<file path="config.mk">
export PLATFORM = sky130hd
export DESIGN_NAME = uart_rx
export DESIGN_NICKNAME = d
export VERILOG_FILES = /design/src/rtl/uart_pkg.sv /design/src/rtl/sync_2ff.sv /design/src/rtl/uart_rx.sv
export SDC_FILE = /design/constraint.sdc
export NUM_CORES = 1
export LEC_CHECK = 0
export CELL_PAD_IN_SITES_DETAIL_PLACEMENT = 0
export CELL_PAD_IN_SITES_GLOBAL_PLACEMENT = 1
export CORE_MARGIN = 2
export CORE_UTILIZATION = 30
export CTS_CLUSTER_DIAMETER = 150
export DETAILED_ROUTE_END_ITERATION = 16
export GPL_ROUTABILITY_DRIVEN = 0
export GPL_TIMING_DRIVEN = 0
export PLACE_DENSITY_LB_ADDON = 0.08
export SYNTH_ARGS = -nofsm -noshare
export SYNTH_HDL_FRONTEND = slang
export SYNTH_SLANG_ARGS = --single-unit
</file>
<file path="constraint.sdc">
create_clock -name clk_i -period 3 [get_ports clk_i]
set_input_delay 0.6 -clock clk_i [delete_from_list [all_inputs] [get_ports clk_i]]
set_output_delay 0.6 -clock clk_i [all_outputs]
set_load 0.05 [all_outputs]
</file>
<file path="src/rtl/uart_pkg.sv">
// Shared UART constants and the receiver state encoding, common to the
// baud generator, the transmitter and the receiver.
package uart_pkg;

   localparam int UART_OSR    = 16;
   localparam int UART_DATA_W = 8;

   typedef enum logic [1:0] {
      IDLE  = 2'd0,
      START = 2'd1,
      DATA  = 2'd2,
      STOP  = 2'd3
   } rx_state_t;

endpackage

</file>
<file path="src/rtl/sync_2ff.sv">
// Two-flop synchroniser for a single asynchronous pin input, with a
// selectable reset level so idle-high lines come out of reset idle.
module sync_2ff #(
   parameter logic RESET_VAL = 1'b0
) (
   input  logic clk_i,
   input  logic reset_i,
   input  logic d_i,
   output logic q_o
);

   logic r_meta;
   logic r_sync;

   always_ff @(posedge clk_i or posedge reset_i) begin
      if (reset_i) begin
         r_meta <= RESET_VAL;
         r_sync <= RESET_VAL;
      end else begin
         r_meta <= d_i;
         r_sync <= r_meta;
      end
   end

   assign q_o = r_sync;

endmodule

</file>
<file path="src/rtl/uart_rx.sv">
// UART receiver: start detect, centre sampling on the oversample tick,
// stop-bit check, and a one-word holding register with valid/ready.
module uart_rx
   import uart_pkg::*;
#(
   parameter int OSR    = UART_OSR,
   parameter int DATA_W = UART_DATA_W
) (
   input  logic              clk_i,
   input  logic              reset_i,
   input  logic              en_i,
   input  logic              osr_tick_i,
   input  logic              rx_i,
   output logic [DATA_W-1:0] rx_data_o,
   output logic              rx_valid_o,
   input  logic              rx_ready_i,
   output logic              frame_err_o,
   output logic              overrun_o
);

   localparam int CNT_W = $clog2(OSR);
   localparam int IDX_W = $clog2(DATA_W + 1);
   localparam logic [CNT_W-1:0] HALF_LAST = CNT_W'(OSR / 2 - 1);
   localparam logic [CNT_W-1:0] FULL_LAST = CNT_W'(OSR - 1);
   localparam logic [IDX_W-1:0] IDX_LAST  = IDX_W'(DATA_W - 1);

   logic              w_rx_s;
   rx_state_t         r_state;
   rx_state_t         w_state_next;
   logic [CNT_W-1:0]  r_cnt;
   logic [CNT_W-1:0]  w_cnt_next;
   logic [IDX_W-1:0]  r_idx;
   logic [IDX_W-1:0]  w_idx_next;
   logic [DATA_W-1:0] r_shift;
   logic [DATA_W-1:0] w_shift_next;
   logic              w_word_done;
   logic              w_frame_err;
   logic [DATA_W-1:0] r_data;
   logic              r_valid;
   logic              r_frame_err;
   logic              r_overrun;

   sync_2ff #(
      .RESET_VAL (1'b1)
   ) u_rx_sync (
      .clk_i   (clk_i),
      .reset_i (reset_i),
      .d_i     (rx_i),
      .q_o     (w_rx_s)
   );

   always_comb begin
      w_state_next = r_state;
      w_cnt_next   = r_cnt;
      w_idx_next   = r_idx;
      w_shift_next = r_shift;
      w_word_done  = 1'b0;
      w_frame_err  = 1'b0;
      if (!en_i) begin
         w_state_next = IDLE;
         w_cnt_next   = '0;
         w_idx_next   = '0;
      end else if (osr_tick_i) begin
         case (r_state)
            IDLE: begin
               if (!w_rx_s) begin
                  w_state_next = START;
                  w_cnt_next   = '0;
               end
            end
            START: begin
               if (r_cnt == HALF_LAST) begin
                  // Line back high at the start-bit centre: treat as noise.
                  w_state_next = w_rx_s ? IDLE : DATA;
                  w_cnt_next   = '0;
                  w_idx_next   = '0;
               end else begin
                  w_cnt_next = r_cnt + 1'b1;
               end
            end
            DATA: begin
               if (r_cnt == FULL_LAST) begin
                  w_shift_next = {w_rx_s, r_shift[DATA_W-1:1]};
                  w_cnt_next   = '0;
                  w_idx_next   = r_idx + 1'b1;
                  if (r_idx == IDX_LAST) begin
                     w_state_next = STOP;
                  end
               end else begin
                  w_cnt_next = r_cnt + 1'b1;
               end
            end
            STOP: begin
               if (r_cnt == FULL_LAST) begin
                  w_word_done  = w_rx_s;
                  w_frame_err  = !w_rx_s;
                  w_state_next = IDLE;
                  w_cnt_next   = '0;
               end else begin
                  w_cnt_next = r_cnt + 1'b1;
               end
            end
            default: begin
               w_state_next = IDLE;
               w_cnt_next   = '0;
            end
         endcase
      end
   end

   always_ff @(posedge clk_i or posedge reset_i) begin
      if (reset_i) begin
         r_state     <= IDLE;
         r_cnt       <= '0;
         r_idx       <= '0;
         r_shift     <= '0;
         r_data      <= '0;
         r_valid     <= 1'b0;
         r_frame_err <= 1'b0;
         r_overrun   <= 1'b0;
      end else begin
         r_state     <= w_state_next;
         r_cnt       <= w_cnt_next;
         r_idx       <= w_idx_next;
         r_shift     <= w_shift_next;
         r_frame_err <= w_frame_err;
         r_overrun   <= w_word_done && r_valid && !rx_ready_i;
         // A word being drained this cycle frees the holding register.
         if (w_word_done && (!r_valid || rx_ready_i)) begin
            r_data  <= r_shift;
            r_valid <= 1'b1;
         end else if (r_valid && rx_ready_i) begin
            r_valid <= 1'b0;
         end
      end
   end

   assign rx_data_o   = r_data;
   assign rx_valid_o  = r_valid;
   assign frame_err_o = r_frame_err;
   assign overrun_o   = r_overrun;

endmodule

</file>
==> metrics <==
global route overflow 0; Final Setup Violations 0; Max-cap violations 0; drt wl/cell 14.6 um; simple-gate area share of the yosys netlist 18.2%; Syn Inst Count 122; Synth area leaders dfrtp_1, mux2_2, dfstp_2, nand2_1, and3b_1; largest net degree at the start of global routing 32; RR Endpoint rx_data_o[5]; Setup crit start osr_tick_i; R2R Setup Slk 0.87 ns; Switching Share 21.6%; Layout Utilization 38.4%; ys async rst share 100%; GR peak layer met2; routed vias 990; worst-margin pin slew 0.606 ns; RSZ-0062 raised after global routing no; TritonCTS clock tree built; clk root buf clkbuf_8; DP Worst Slack 0.398 ns; mux cell area share after synthesis 13.8%; I/O Buffers 15; CTS Buf Count 5; adder-cell share of the synthesized area 1.72%; CP peak stage delay 0.63 ns; status complete, no violations; post-synthesis xor/xnor area fraction 0.602%; crit start category primary input; Antenna diodes 0; NetSw 179 uW; PnR worst setup slack 0.720 ns; CTS H-Tree Depth 2; antenna viol nets, final 0; crit share post-route 76.0%; hold_buf cts 0; Max stage delay cell, worst path nor4b_4; Die Y 73.6 um; Worst Setup End Kind flop; CP required 3.16 ns; Top FF cell, synth dfrtp_1; DP Area 1670 sq um; final wirelength 2910 um; Total Routing Usage GR 12.8%; Final Power 826 uW; Die Area 5420 sq um; io pins 17; #FFs+latches synth 31; FP Rows 25; R2R depth 4; critical-path cell list clkdlybuf4s50_1 > nand4_2 > nor4b_4 > mux2_2; layout cell share with drive strength beyond 1 24.7%; Logic pwr share 4.7%; clk buf depth 2; Post-synth EDFFs 0; final slew viol count 0; Mapped Nets 130; Syn Std Cell Area 1460 sq um; Critical Path Fanout Max 8; FF-to-FF Start r_cnt[0]; CTS sink cnt 31; M3 GR Usage 5.49%; highest clock rate 439 MHz; Synth-to-Final Area Change 23.7%; largest family of logic cells by synthesized area simple AND/OR/NAND/NOR gates; sequential fraction of the synthesis area 53.5%; Tmin final 2.28 ns; effective utilization at floorplan 31.0%; met1 usage 17.2%; Pwr per Cell Area 459 nW/um^2; Clock transition at path regs 0.06 ns; compound-cell area share of the yosys netlist 9.11%; Synth Warn # 0; # resized after CTS 0; most common cell after layout, fill and taps aside dfrtp_1; Leak 0.840 nW; vias in the first global route 1044; VDD IR-drop max 230 uV; later-pin clock latency in the skew report 0.28 ns; Remaining DRCs 0; design area 1800 sq um; worst path arrival time 2.44 ns; post-synth top area share 49.9%; cell internal pwr 647 uW; worst min-delay path class flop to flop; post-CTS setup buffer count 0; Critical Path Sink rx_data_o[5]; Avg Cell Area, Syn 11.9 sq um; Initial DRC Count 56; DIE WIDTH 73.6 um; endpoints failing hold 0; Slew headroom 59.4%; initial antenna violation count 0; Clock power frac 43.8%; first-pass GRT wire length 5180 um; Worst Skew 0.00803 ns; core region area 4690 sq um; 1st-pass router iterations 4; most frequent cells in the layout dfrtp_1, mux2_2, clkdlybuf4s50_1; global-route met2 utilization 18.6%; Vias/cell 4.95; Post-DP HPWL 1940 um; final net count 153; Total Negative Setup Slacks 0 ns; largest area contributor in the netlist dfrtp_1; Yosys cell types 40; Reg power frac 51.5%; CP Class primary input to flop
## cell type report
cell class / count / area (sq um)
fill: 465 / 2890
buffer: 7 / 30.0
multi-input combinational: 80 / 632
timing repair buffer: 16 / 178
inverter: 4 / 15.0
clock buffer: 8 / 100
sequential: 31 / 778
tap: 54 / 67.6
## worst min-delay path by stage
stage               endpoint  depth (start not counted)        startpoint  slack (ns)
2_1_floorplan  u_rx_sync.q_o                          0  u_rx_sync.r_meta        0.35
3_3_place_gp   u_rx_sync.q_o                          0  u_rx_sync.r_meta        0.35
3_5_place_dp   u_rx_sync.q_o                          0  u_rx_sync.r_meta        0.35
4_1_cts        u_rx_sync.q_o                          0  u_rx_sync.r_meta        0.36
5_1_grt        u_rx_sync.q_o                          0  u_rx_sync.r_meta        0.36
6_report       u_rx_sync.q_o                          0  u_rx_sync.r_meta        0.36
## cells in the mapped netlist (2+ instances only)
cell type / instances
nor2_1: 4
and3b_1: 3
and3_2: 2
inv_1: 4
o211a_1: 2
nand2_1: 7
a31oi_1: 4
dfstp_2: 2
ha_1: 2
or2b_1: 2
dfrtp_1: 29
o211ai_1: 3
o21ai_0: 4
and3_1: 2
mux2_2: 16
clkbuf_1: 3
nand3_1: 5
mux2i_1: 2
buf_2: 3
nor2b_1: 3
## kinds of logic after synthesis
family,after synthesis
multiplexers,18
AND/OR/NAND/NOR,40
buffers and inverters,11
XOR/XNOR,1
AO/OA/AOI/OAI,19
adder cells (fa/ha/maj),2
flip-flops,31
## power groups by stage
stage	sequential, mW	clock (mW)	combinational (mW)
6_report	0.425	0.362	0.0387
4_1_cts	0.425	0.378	0.0350
2_1_floorplan	0.432	0	0.0212
3_5_place_dp	0.433	0	0.0349
5_1_grt	0.425	0.402	0.0435
3_3_place_gp	0.433	0	0.0346
## registers in the layout (all words and copies together), names as in the netlist, 2 cells and up
name / cells
r_cnt: 4
r_shift: 8
r_idx: 4
rx_data_o: 8
r_state: 2
## metal layers
metal	vias to the layer above	share of wire (%)
met5	-	0
met4	0	0.52
met3	2	5.4
met2	21	44
met1	479	50
li1	488	-
## worst max-delay path, delay by kind of cell
kind | cells | cell delay [ns]
muxes | 1 | 0.40
and+or+nand+nor | 2 | 0.82
buffers and inverters | 1 | 0.61
## per-stage QoR
stage / hold slack, ns / cells
3_3_place_gp: 0.348 / 191
2_1_floorplan: 0.345 / 122
6_report: 0.358 / 200
5_1_grt: 0.364 / 200
4_1_cts: 0.359 / 199
3_5_place_dp: 0.349 / 191
(Power assumes the default switching activity.)
